==> src/rtl/fcp6_responder.sv <==
// FCP6 target endpoint: decodes header/data pairs, owns four 8-bit registers, acks writes, serializes reads.
// Optional FCP6_PARITY_EN adds a fifth parity pair to every data phase.
module fcp6_responder #(
  parameter logic [4:0] DEV_ID  = 5'b01100,
  parameter logic [7:0] RST_VAL = 8'h58
) (
  input  logic       clk,
  input  logic       rst,
  input  logic [1:0] ctrl_in,
  input  logic [1:0] data_in,
  output logic [1:0] data_out,
  output logic       data_oe,
  output logic       ack,
  output logic       busy,
  output logic       parity_err
);

`ifdef FCP6_PARITY_EN
  localparam int CW = 3;
  localparam logic [CW-1:0] LAST_DAT = 3'd4;
  localparam logic [CW-1:0] PAR_IDX  = 3'd3;
`else
  localparam int CW = 2;
  localparam logic [CW-1:0] LAST_DAT = 2'd3;
`endif
  localparam logic [CW-1:0] LAST_HDR = CW'(3);

  typedef enum logic [2:0] {IDLE, HDR, ACK_H, WR_DATA, ACK_W, RD_DATA, DRAIN} state_t;

  state_t        state;
  logic [CW-1:0] cnt;
  logic [5:0]    hdr;
  logic [7:0]    dat;
  logic [7:0]    regs [4];
  logic [7:0]    hdr_full;

  // hdr keeps only the low six bits; the id is checked on the full byte as the last pair arrives
  assign hdr_full = {hdr, data_in};

`ifdef FCP6_PARITY_EN
  logic perr;
  logic rpar;
  assign parity_err = perr;
`else
  assign parity_err = 1'b0;
`endif

  always_ff @(posedge clk or posedge rst) begin
    if (rst) begin
      state    <= IDLE;
      cnt      <= '0;
      hdr      <= '0;
      dat      <= '0;
      data_out <= 2'b00;
      data_oe  <= 1'b0;
      ack      <= 1'b0;
      busy     <= 1'b0;
      for (int i = 0; i < 4; i++) regs[i] <= RST_VAL;
`ifdef FCP6_PARITY_EN
      perr     <= 1'b0;
      rpar     <= 1'b0;
`endif
    end else begin
      ack      <= 1'b0;
      data_oe  <= 1'b0;
      data_out <= 2'b00;
`ifdef FCP6_PARITY_EN
      perr     <= 1'b0;
`endif
      case (state)
        IDLE: begin
          if (ctrl_in == 2'b01) begin
            hdr   <= hdr_full[5:0];
            cnt   <= CW'(1);
            state <= HDR;
            busy  <= 1'b1;
          end
        end
        HDR: begin
          if (ctrl_in == 2'b01) begin
            hdr <= hdr_full[5:0];
            cnt <= cnt + 1'b1;
            if (cnt == LAST_HDR) begin
              if (hdr_full[7:3] == DEV_ID) begin
                state <= ACK_H;
                ack   <= 1'b1;
              end else begin
                state <= DRAIN;
              end
            end
          end else if (ctrl_in != 2'b00) begin
            state <= IDLE;
            busy  <= 1'b0;
          end
        end
        ACK_H: begin
          cnt <= '0;
          if (hdr[0]) begin
            state <= WR_DATA;
          end else begin
            // read value is captured here so a concurrent write cannot tear it
            state    <= RD_DATA;
            data_oe  <= 1'b1;
            data_out <= regs[hdr[2:1]][7:6];
            dat      <= {regs[hdr[2:1]][5:0], 2'b00};
`ifdef FCP6_PARITY_EN
            rpar     <= ^regs[hdr[2:1]];
`endif
          end
        end
        WR_DATA: begin
          if (ctrl_in == 2'b10) begin
            dat <= {dat[5:0], data_in};
            cnt <= cnt + 1'b1;
            if (cnt == LAST_DAT) begin
`ifdef FCP6_PARITY_EN
              if (data_in[0] == ^dat) begin
                regs[hdr[2:1]] <= dat;
                ack            <= 1'b1;
                state          <= ACK_W;
              end else begin
                perr  <= 1'b1;
                state <= IDLE;
                busy  <= 1'b0;
              end
`else
              regs[hdr[2:1]] <= {dat[5:0], data_in};
              ack            <= 1'b1;
              state          <= ACK_W;
`endif
            end
          end else if (ctrl_in != 2'b00) begin
            state <= IDLE;
            busy  <= 1'b0;
          end
        end
        ACK_W: begin
          state <= IDLE;
          busy  <= 1'b0;
        end
        RD_DATA: begin
          if (ctrl_in == 2'b11 || cnt == LAST_DAT) begin
            state <= IDLE;
            busy  <= 1'b0;
          end else begin
            cnt     <= cnt + 1'b1;
            data_oe <= 1'b1;
            dat     <= {dat[5:0], 2'b00};
`ifdef FCP6_PARITY_EN
            data_out <= (cnt == PAR_IDX) ? {1'b0, rpar} : dat[7:6];
`else
            data_out <= dat[7:6];
`endif
          end
        end
        DRAIN: begin
          if (ctrl_in == 2'b00) begin
            state <= IDLE;
            busy  <= 1'b0;
          end
        end
        default: begin
          state <= IDLE;
          busy  <= 1'b0;
        end
      endcase
    end
  end

endmodule

==> config.mk <==
export PLATFORM = sky130hd
export DESIGN_NAME = fcp6_responder
export DESIGN_NICKNAME = d
export VERILOG_FILES = /design/src/rtl/fcp6_responder.sv
export SDC_FILE = /design/constraint.sdc
export NUM_CORES = 1
export LEC_CHECK = 0
export ABC_AREA = 1
export BUFFER_PORTS_ARGS = -buffer_cell sky130_fd_sc_hd__buf_2
export CAP_MARGIN = 20
export CORE_MARGIN = 2
export CORE_UTILIZATION = 59
export DETAILED_ROUTE_END_ITERATION = 6
export HOLD_SLACK_MARGIN = 0.02
export PLACE_DENSITY = 0.8
export SLEW_MARGIN = 40
export SYNTH_ARGS = -nofsm -noshare
export SYNTH_HDL_FRONTEND = slang
export SYNTH_SLANG_ARGS = --single-unit
==> constraint.sdc <==
create_clock -name clk -period 3.25 [get_ports clk]
set_input_delay 0.325 -clock clk [delete_from_list [all_inputs] [get_ports clk]]
set_output_delay 0.325 -clock clk [all_outputs]
set_load 0.01 [all_outputs]
**After elaboration in Yosys (flattened, before gate mapping)**

Index checks and enable logic that the tools add are counted.

- Reductions and logical operators: 14
- Add/sub/neg operators: 1
- Equal/unequal tests: 21
- Multiplexer cells: 45
- Divide/modulo/power cells: 0
- Bitwise gates (word level): 2
- Shift-type cells: 0
- Magnitude comparators: 2
- Multipliers: 0

Operators by type and width:

| operator | number |
|---|---|
| $mux W8 | 6 |
| $bwmux W32 | 1 |
| $mux W3 | 10 |
| $pmux W8 S3 | 1 |
| $ne A2 B2 Y1 const B | 9 |
| $pmux W3 S6 | 1 |
| $bmux W8 S2 | 1 |
| $demux W8 S2 | 1 |
| $mux W1 | 13 |
| $mux W2 | 6 |
| $pmux W2 S5 | 1 |
| $reduce_and A5 Y1 | 2 |
| $eq A2 B2 Y1 const B | 3 |
| $eq A3 B2 Y1 const B | 2 |
| $eq A3 B3 Y1 const B | 2 |
| $ne A3 B3 Y1 const B | 2 |
| $pmux W1 S6 | 1 |
| $reduce_and A6 Y1 | 1 |
| $eq A5 B4 Y1 const B | 1 |
| $reduce_bool A5 Y1 | 1 |
| $pmux W1 S2 | 2 |
| $pmux W2 S2 | 1 |
| $reduce_and A4 Y1 | 1 |
| $eq A3 B1 Y1 const B | 1 |
| other kinds (15) | 15 |

- Bits in read-only memories: 0
- Memory bits (writable): 0
- Output and inout port bits: 6
- Bits of input ports: 6
- Register bits: 56
- Bits in latches: 0
- Memories kept: 0
- Logic and storage cells: 97

**Logic depth before layout (Yosys ltp)**

Gate-level depths: netlist (run 1).

- Depth in word-level cells: 6
- Mapped depth: 9
- Mapped depth without buffers: 9

**Worst setup path after synthesis (run 1)**

OpenSTA, ideal clock, no wires.

- Path type: register to register
- Start: register cnt[0]
- End: register cnt[0]
- Setup slack: 1804 ps
- Cell stages (with the launch flop): 8
- Path buffers: 0
- Arrival time: 1329 ps
- Data required time: 3133 ps
- Setup time: 117 ps
- Clock period less this slack: 1446 ps
- Cells stage by stage: dfrtp_1 ha_1 a21oi_1 nor2_1 a21oi_1 nand3_1 nand2_1 nand2_1

- Cells in the longest elaborated chain, start to end: 4
- Elaborated cells on any way between the ends: 9
- Classes of those cells: add/sub (1); eq/ne (2); mux (4); reduce/logical (2)

Ends and longest elaborated chain:

| item | RTL line | text |
|---|---|---|
| from (decl) | 31 | `logic [CW-1:0] cnt;` |
| from (signal assigned) | 82 | `cnt <= cnt + 1'b1;` |
| from (signal assigned) | 114 | `cnt <= cnt + 1'b1;` |
| from (signal assigned) | 146 | `cnt <= cnt + 1'b1;` |
| parallel branches: the longest is 4 deep, another holds $add A2 B1 Y2 | - |  |

Several ways; the timed one is not identified. The select of a mux whose other input is x is not followed.
A chain may end at the register's enable or synchronous reset.

**Final worst setup path (run 1)**

- Start: register cnt[0]
- End: register dat[4]

- Cells in the longest elaborated chain, start to end: 4

Ends and longest elaborated chain:

| item | RTL line | text |
|---|---|---|
| $eq A2 B2 Y1 | 142 | `if (ctrl_in == 2'b11 \|\| cnt == LAST_DAT) begin` |
| $logic_or A1 B1 Y1 | 142 |  |
| $ne A2 B2 Y1 (no line) | - |  |
| $reduce_and A4 Y1 (no line) | - |  |
| to (signal assigned) | 105 | `dat <= {regs[hdr[2:1]][5:0], 2'b00};` |
| to (signal assigned) | 113 | `dat <= {dat[5:0], data_in};` |
| to (signal assigned) | 148 | `dat <= {dat[5:0], 2'b00};` |
| to (decl) | 33 | `logic [7:0] dat;` |

No other way between the ends.

==> qor.csv, run 1 <==
metric,value,unit
outcome,completed,
post-synth top area cell,dfrtp_1,
TritonCTS clock tree,built,
initial antenna violation count,0,
layout cells sized above 1,0.200,
DRC viols,0,
synthesis-to-finish area growth,5.66,%
Leak Pwr,1.56,nW
Final Cycle Share,0.506,
Die Y,73.8,µm
crit-path max FO,9,
clock sink total,56,
first drt pass iteration count,4,
initial DRC count,179,
Worst-Margin Slew,718,ps
HPWL Detailed,4170,µm
critical path launch point type,register,
Root Buffer,clkbuf_8,
WP data arrival,1910,ps
drt via density,5.32,
most frequent cells after synthesis,"nand2_1, dfrtp_1, inv_1",
row cnt,25,
Synthesized Nets,351,
first-pass GRT wire length,9610,µm
CTS max path bufs,2,
cts hold-fix bufs,0,
H-tree depth,2,
crit end category,register,
Mapped Cells,344,
Die Wd,73.8,µm
fill cell count,403,
routed len/inst,13.2,µm
Resized Gates After CTS,0,
Clock Pin Slew Worst Setup and Hold Paths,100,ps
post-synth cell types,27,
GRT Overall Usage,0.231,
Final Wtd Congestion,0.926,
Final Hold Viols,0,
multi-input logic area,1260,µm²
maximum clock rate,608,MHz
grt total ovfl,0,
core box area,4720,µm²
Pwr Total,1.85,mW
TNS Setup,0,ps
MaxCap Viol Count,0,
Peak supply drop,322,µV
warnings from Yosys,0,
pins over their slew limit,0,
cell with the most instances after synthesis,nand2_1,
Main synth FF type,dfrtp_1,
unrepaired setup endpoints after global routing,false,
initial core utilization,0.608,
worst-case clock skew,10.1,ps
via count,2245,
critical setup path kind,register to register,
post-synthesis sequential area ratio,0.493,
pwr dens,608,nW/µm²
I/O Buffers,10,
flop and latch count out of synthesis,56,
Synth async-reset ratio,1.00,
final WL,5570,µm
clock latency on the worst-skew pair,320,ps
"top cells by area, synth","dfrtp_1, nand2_1, dfstp_2, o21ai_2, inv_1",
register area,1420,µm²
Num CTS Buffers,5,
"Setup Fix Bufs, Post-CTS",0,
Routed Antenna Nets,0,
WP data required,3510,ps
I/O pin cnt,12,
Mapped Area,2870,µm²
Hold WC Path Type,primary input to async pin,
Die Area,5440,µm²
antenna fix cells,0,
Slew headroom,0.521,
vias in the first global route,2105,
min Tclk post-route,1640,ps
Mean Syn Cell Area,8.35,µm²
number of synthesized flops with an enable pin,0,
NumNets Final,361,
R2R Setup Slk,1610,ps
largest net degree at the start of global routing,36,
final setup fails,0,
Yosys top cell area share,0.383,
[layer usage]
layer	global-route usage	share of wire	up-vias
li1	-	-	1128
met1	0.295	0.44	1080
met2	0.399	0.52	29
met3	0.0412	0.022	8
met4	0.0667	0.015	0
met5	0	0	-
[kinds of logic after synthesis]
logic type / Yosys count / synth area share
AOI/OAI and AO/OA: 59 / 0.140
adders and majority gates: 1 / 0.00435
buffers and inverters: 41 / 0.0684
DFF: 56 / 0.493
other: 1 / 0.00131
and+or+nand+nor: 186 / 0.293
[state kept, by name, summed over array words and instances, names as in the netlist]
name,cells
dat,8
data_out,2
ack,1
busy,1
cnt,2
hdr,6
data_oe,1
state,3
regs,32
[path summary, 6_finish.rpt]
| check | from | to | depth (start not counted) |
|---|---|---|---|
| min reg2reg | regs[11] | regs[11] | 2 |
| max | cnt[0] | dat[4] | 6 |
| min | rst | state[2] | 2 |
| min in group clk | data_in[1] | dat[1] | 3 |
| max reg2reg | cnt[0] | dat[4] | 6 |
| max in group asynchronous | rst | regs[6] | 3 |
[through the flow]
stage / util / hold WS, ps / instances / worst slack, ps / cell area (µm²)
final: 0.643 / 118 / 422 / 1610 / 3040
after global routing: 0.643 / 175 / 422 / 1450 / 3040
after floorplan: - / 446 / 344 / 1570 / 2870
after detailed placement: 0.623 / 466 / 414 / 1630 / 2940
after global placement: 0.623 / 454 / 414 / 1650 / 2940
after CTS: 0.643 / 148 / 422 / 1600 / 3040
[report_power, final]
group | total, mW | internal (mW) | switching [mW] | leakage, nW
sequential | 0.896 | 0.797 | 0.0997 | 0.721
clock | 0.390 | 0.155 | 0.235 | 0.0485
combinational | 0.560 | 0.157 | 0.403 | 0.788
[area by class of cell]
class | instances | share of cell area
sequential | 56 | 0.467
multi-input combinational | 247 | 0.415
inverter | 33 | 0.0416
tap | 67 | 0.0276
clock buffer | 5 | 0.0227
timing repair buffer | 11 | 0.0190
clock inverter | 3 | 0.00742
[critical path, cell delays in order, from the launching register on]
cell     delay, ps
dfrtp_1        410
ha_1           240
a21oi_1        330
o21ai_2        220
nor2_4         210
nand3_1        110
nand2_1         70
[layout by cell type (no fill, tap or decap), types with 2 or more instances in the layout]
master	synthesis	layout
nand2_1	133	133
o21ai_2	25	25
o21ai_1	8	8
nand3_1	20	20
a21oi_1	4	4
nand2_4	5	5
nor2_1	13	13
nor2_4	3	3
dfstp_2	12	12
nand4_1	8	8
o21ai_0	17	17
a22oi_1	4	4
clkinv_1	2	2
clkbuf_8	0	5
buf_2	2	10
inv_1	29	28
inv_2	1	2
dfrtp_1	44	44
Note: power is estimated with default switching activity, not from simulation.
==> inputs of run 2 (changes only) <==
clock period = 1.6 ns   (was 3.25 ns; I/O delays follow)
==> run 2 against run 1 <==
- combinational power grew 130%
- largest power group unchanged
- non-clock buffer count grew 5
- clock-buffer cell count grew 2
- core utilization grew 2.3 points
- global-route usage shrank 0.45 points
- highest routed layer unchanged
==> qor.csv, run 2 (synthesized netlist as in run 1, its figures left out) <==
metric,value,unit,change
min Tclk post-route,1510,ps,was 1640 ps
most frequent CP cell,nand2_4,,
final setup fails,0,,unchanged
slowest CP cell,dfrtp_2,,was dfrtp_1
drt via density,5.35,,was 5.32
unrepaired setup endpoints after global routing,true,,was false
DRC viols,0,,unchanged
Final Wtd Congestion,0.973,,was 0.926
first drt pass iteration count,6,,was 4
Hold WC Path Type,primary input to register,,was primary input to async pin
Routed Antenna Nets,0,,unchanged
Clock Pin Slew Worst Setup and Hold Paths,100,ps,about the same
"Setup Fix Bufs, Post-CTS",0,,unchanged
grt total ovfl,0,,unchanged
pwr dens,1290,nW/µm²,was 608 nW/µm²
core box area,4720,µm²,unchanged
dpl ws,1.91,ps,was 1630 ps
I/O pin cnt,12,,unchanged
CP peak stage delay,470,ps,was 410 ps
NumNets Final,366,,was 361
Die Wd,73.8,µm,unchanged
layout cells sized above 1,0.219,,was 0.200
clock latency on the worst-skew pair,310,ps,was 320 ps
GRT Overall Usage,0.226,,was 0.231
MaxCap Viol Count,0,,unchanged
outcome,completed,,unchanged
first-pass GRT wire length,9300,µm,was 9610 µm
critical path launch point type,register,,unchanged
pins over their slew limit,0,,unchanged
H-tree depth,2,,unchanged
CTS max path bufs,2,,unchanged
largest registers,"regs: 32 flops, dat: 8 flops, hdr: 6 flops",,unchanged
final setup margin,89.2,ps,was 1610 ps
WP data arrival,1700,ps,was 1910 ps
vias in the first global route,2019,,was 2105
Final Cycle Share,0.944,,was 0.506
maximum clock rate,662,MHz,was 608 MHz
critical setup path kind,register to register,,unchanged
I/O Buffers,10,,unchanged
fill cell count,387,,was 403
synthesis-to-finish area growth,9.45,%,was 5.66%
"commonest non-fill, non-tap cell in the layout",nand2_1,,unchanged
largest net degree at the start of global routing,57,,was 36
Die Area,5440,µm²,unchanged
worst-path cell chain,inv_2 -> nand3_4 -> inv_4 -> nand2_4 -> nor2_8 -> nand2_4 -> nand2_1 -> o21ai_2,,was ha_1 -> a21oi_1 -> o21ai_2 -> nor2_4 -> nand3_1 -> nand2_1
final WL,5590,µm,was 5570 µm
Peak supply drop,657,µV,was 322 µV
hold slack,102,ps,was 118 ps
via count,2283,,was 2245
TritonCTS clock tree,built,,unchanged
WP data required,1790,ps,was 3510 ps
Die Y,73.8,µm,unchanged
clock sink total,56,,unchanged
max reg flops,32,,unchanged
Final Hold Viols,0,,unchanged
row cnt,25,,unchanged
crit end category,register,,unchanged
worst-case clock skew,9.45,ps,was 10.1 ps
Leak Pwr,1.60,nW,was 1.56 nW
most frequent cells in the layout,"nand2_1, dfrtp_1, inv_1",,unchanged
Num CTS Buffers,5,,unchanged
Root Buffer,clkbuf_8,,unchanged
crit-path max FO,16,,was 9
initial DRC count,179,,unchanged
routed len/inst,13.1,µm,was 13.2 µm
initial antenna violation count,0,,unchanged
initial core utilization,0.608,,unchanged
most flop-heavy register,regs,,unchanged
antenna fix cells,0,,unchanged
HPWL Detailed,4050,µm,was 4170 µm
run 2: changes by cell type in the layout (fill, tap and decap cells not counted), sizes merged:
cell / change
clkbuf: +2
dlygate4sd3: +1
inv: -1
clkinv: -2
bufinv: +1
buf: +4
run 2: worst paths after layout:
check | from | to | slack, ps | depth (start not counted)
setup / recovery | state[2] | regs[17] | 90 | 8
min in group asynchronous | rst | hdr[3] | 430 | 4
max in group asynchronous | rst | regs[6] | 860 | 4
hold reg to reg | regs[12] | regs[12] | 480 | 2
hold / removal | data_in[0] | dat[0] | 100 | 3
setup reg to reg | state[2] | regs[17] | 90 | 8
run 2: layer usage:
metal  global-route usage  share of wire  vias up
met3               0.0412          0.039       10
met2                0.370           0.50       45
met5                    0              0        -
met4               0.0727          0.015        0
li1                     -              -     1136
met1                0.305           0.44     1092
run 2: metrics by stage:
stage / utilization / instance area, µm² / total power [mW] / setup TNS, ps / cells
6_report: 0.666 / 3140 / 4.06 / 0 / 427
5_1_grt: 0.666 / 3140 / 4.34 / -134 / 427
3_3_place_gp: 0.632 / 2990 / 3.03 / 0 / 418
2_1_floorplan: - / 2870 / 2.72 / 0 / 344
3_5_place_dp: 0.632 / 2990 / 3.07 / 0 / 418
4_1_cts: 0.662 / 3130 / 4.06 / 0 / 427
run 2: final cells by class:
type	count	area, µm²	share of cell area
Clock inverter	1	30.0	0.00955
Sequential cell	56	1420	0.451
Tap cell	67	83.8	0.0267
Clock buffer	7	96.3	0.0306
Multi-Input combinational cell	247	1280	0.407
Timing Repair Buffer	16	110	0.0350
Inverter	33	126	0.0402
run 2: worst max-delay path: cells and delay by family (launching register included):
family | cells | cell delay [ps]
AO/OA/AOI/OAI | 1 | 60
buffers and inverters | 2 | 220
flip-flops | 1 | 470
AND/OR/NAND/NOR | 5 | 630
run 2: report_power, final:
part	leakage, nW	internal (mW)	switching (mW)
logic	0.820	0.388	0.890
clock network	0.0645	0.552	0.433
registers	0.718	1.62	0.178
run 2: repair_timing:
action / in CTS / in global routing
resized for setup: 1 / 5
hold buffers: 1 / 0
endpoints found under the hold margin: 44 / 0
setup endpoints to repair: 5 / 32
==> inputs of run 3 (changes only) <==
CORE_MARGIN = unset   (was 2)
clock period = 1.9 ns   (was 1.6 ns; I/O delays follow)
==> run 3 against run 2 <==
- register-to-register slack gained 120 ps
- sequential power shrank 16%
- combinational power shrank 20%
- core utilization shrank 1.6 points
- clock skew grew 7.5 ps
- die area shrank 5.3%
- global-route usage grew 2.7 points
- first-iteration DRC count shrank 9.5%
- worst hold slack gained 23 ps
- critical endpoint is now state[0]
==> qor.csv, run 3 (synthesized netlist as in run 1, its figures left out) <==
metric,value,unit,change
hold slack,125,ps,was 102 ps
initial core utilization,0.612,,was 0.608
Hold WC Path Type,primary input to register,,unchanged
synthesis-to-finish area growth,6.18,%,was 9.45%
critical path launch point type,register,,unchanged
GRT Overall Usage,0.253,,was 0.226
dpl ws,246,ps,was 1.91 ps
Die Y,71.8,µm,was 73.8 µm
WP data arrival,1900,ps,was 1700 ps
most frequent cells in the layout,"nand2_1, dfrtp_1, inv_1",,unchanged
Clock Pin Slew Worst Setup and Hold Paths,110,ps,was 100 ps
largest delay contributor family on the critical path,simple AND/OR/NAND/NOR gates,,unchanged
clock sink total,56,,unchanged
unrepaired setup endpoints after global routing,false,,was true
outcome,completed,,unchanged
drt via density,5.40,,was 5.35
NumNets Final,364,,was 366
antenna fix cells,0,,unchanged
row cnt,25,,unchanged
core box area,4690,µm²,was 4720 µm²
Final Cycle Share,0.890,,was 0.944
Root Buffer,clkbuf_8,,unchanged
"commonest non-fill, non-tap cell in the layout",nand2_1,,unchanged
DRC viols,0,,unchanged
Final Wtd Congestion,0.894,,was 0.973
Die Area,5150,µm²,was 5440 µm²
I/O pin cnt,12,,unchanged
I/O Buffers,10,,unchanged
Comb power frac,0.324,,was 0.315
TNS Setup,0,ps,unchanged
H-tree depth,2,,unchanged
clock share of power,0.202,,was 0.242
Die Wd,71.8,µm,was 73.8 µm
first-pass GRT wire length,9870,µm,was 9300 µm
final setup fails,0,,unchanged
slowest CP cell,dfrtp_1,,was dfrtp_2
Num CTS Buffers,5,,unchanged
crit-path max FO,5,,was 16
CTS max path bufs,2,,unchanged
clock latency on the worst-skew pair,320,ps,was 310 ps
largest net degree at the start of global routing,57,,unchanged
cts hold-fix bufs,1,,unchanged
most frequent CP cell,nand2_1,,was nand2_4
via count,2226,,was 2283
maximum clock rate,591,MHz,was 662 MHz
Leak Pwr,1.57,nW,was 1.60 nW
max reg flops,32,,unchanged
WP buf/inv,0,,was 2
CP peak stage delay,420,ps,was 470 ps
most flop-heavy register,regs,,unchanged
largest registers,"regs: 32 flops, dat: 8 flops, hdr: 6 flops",,unchanged
initial antenna violation count,0,,unchanged
final WL,5760,µm,was 5590 µm
initial DRC count,162,,was 179
worst-case clock skew,16.9,ps,was 9.45 ps
Final Hold Viols,0,,unchanged
MaxCap Viol Count,0,,unchanged
Peak supply drop,490,µV,was 657 µV
internal power,1.92,mW,was 2.56 mW
pins over their slew limit,0,,unchanged
crit end category,register,,unchanged
worst-path cell chain,ha_1 -> a21oi_1 -> nand2_1 -> nand3_1 -> nor2_1 -> nand2_1 -> nand2_1,,was inv_2 -> nand3_4 -> inv_4 -> nand2_4 -> nor2_8 -> nand2_4 -> nand2_1 -> o21ai_2
Routed Antenna Nets,0,,unchanged
first drt pass iteration count,4,,was 6
vias in the first global route,2101,,was 2019
post-route insts no fill,412,,was 427
"Setup Fix Bufs, Post-CTS",0,,unchanged
cell count after placement,403,,was 418
Resized Gates After CTS,0,,was 1
WP data required,2110,ps,was 1790 ps
Pwr Total,3.19,mW,was 4.06 mW
final setup margin,208,ps,was 89.2 ps
min Tclk post-route,1690,ps,was 1510 ps
TritonCTS clock tree,built,,unchanged
layout cells sized above 1,0.201,,was 0.219
Sw Pwr,1.27,mW,was 1.50 mW
pwr dens,1050,nW/µm²,was 1290 nW/µm²
HPWL Detailed,4080,µm,was 4050 µm
grt total ovfl,0,,unchanged
critical setup path kind,register to register,,unchanged
Switching Share,0.398,,was 0.369
Flop pwr share,0.474,,was 0.443
routed len/inst,14.0,µm,was 13.1 µm
## run 3: cell count changes in the layout (fill, tap and decap cells not counted), sizes merged
cell and delta:
clkinv +1, buf -2, bufinv -1, clkinvlp +1, clkbuf -1
## run 3: power groups by stage
stage	combinational (mW)	clock (mW)	sequential [mW]
after floorplan	0.805	0	1.48
after global placement	1.02	0	1.52
after detailed placement	1.03	0	1.53
after CTS	1.04	0.663	1.51
after global routing	1.19	0.698	1.53
final	1.03	0.645	1.51
## run 3: layer usage
layer	global-route usage	up-vias	wire (µm)
met5	0	-	0
met4	0.0828	0	80
met3	0.0577	8	216
met2	0.416	46	2840
met1	0.335	1041	2630
li1	-	1131	-
## run 3: final cells by class
type / instances / area (µm²)
multi-input combinational: 247 / 1260
clock buffer: 6 / 72.6
clock inverter: 2 / 12.5
timing repair buffer: 14 / 95.1
tap: 54 / 67.6
fill: 397 / 1640
sequential: 56 / 1420
inverter: 33 / 126
## run 3: per-stage QoR
step | utilization | area, µm²
after global routing | 0.650 | 3050
final | 0.650 | 3050
after CTS | 0.650 | 3050
after floorplan | - | 2870
after detailed placement | 0.630 | 2960
after global placement | 0.630 | 2960
## run 3: worst reg2reg max path: cells and delay by family (launching register included)
| kind | cells | cell delay [ps] |
|---|---|---|
| simple gates | 5 | 570 |
| flops | 1 | 420 |
| compound gates | 1 | 340 |
| fa+ha+maj | 1 | 260 |
## run 3: final timing paths
check,from,cells past startpoint,slack (ps),endpoint
setup / recovery,cnt[0],7,210,state[0]
max in group asynchronous,rst,4,1130,regs[27]
setup reg to reg,cnt[0],7,210,state[0]
hold / removal,data_in[1],3,130,dat[1]
min in group asynchronous,rst,4,450,state[2]
hold reg to reg,busy,2,470,busy
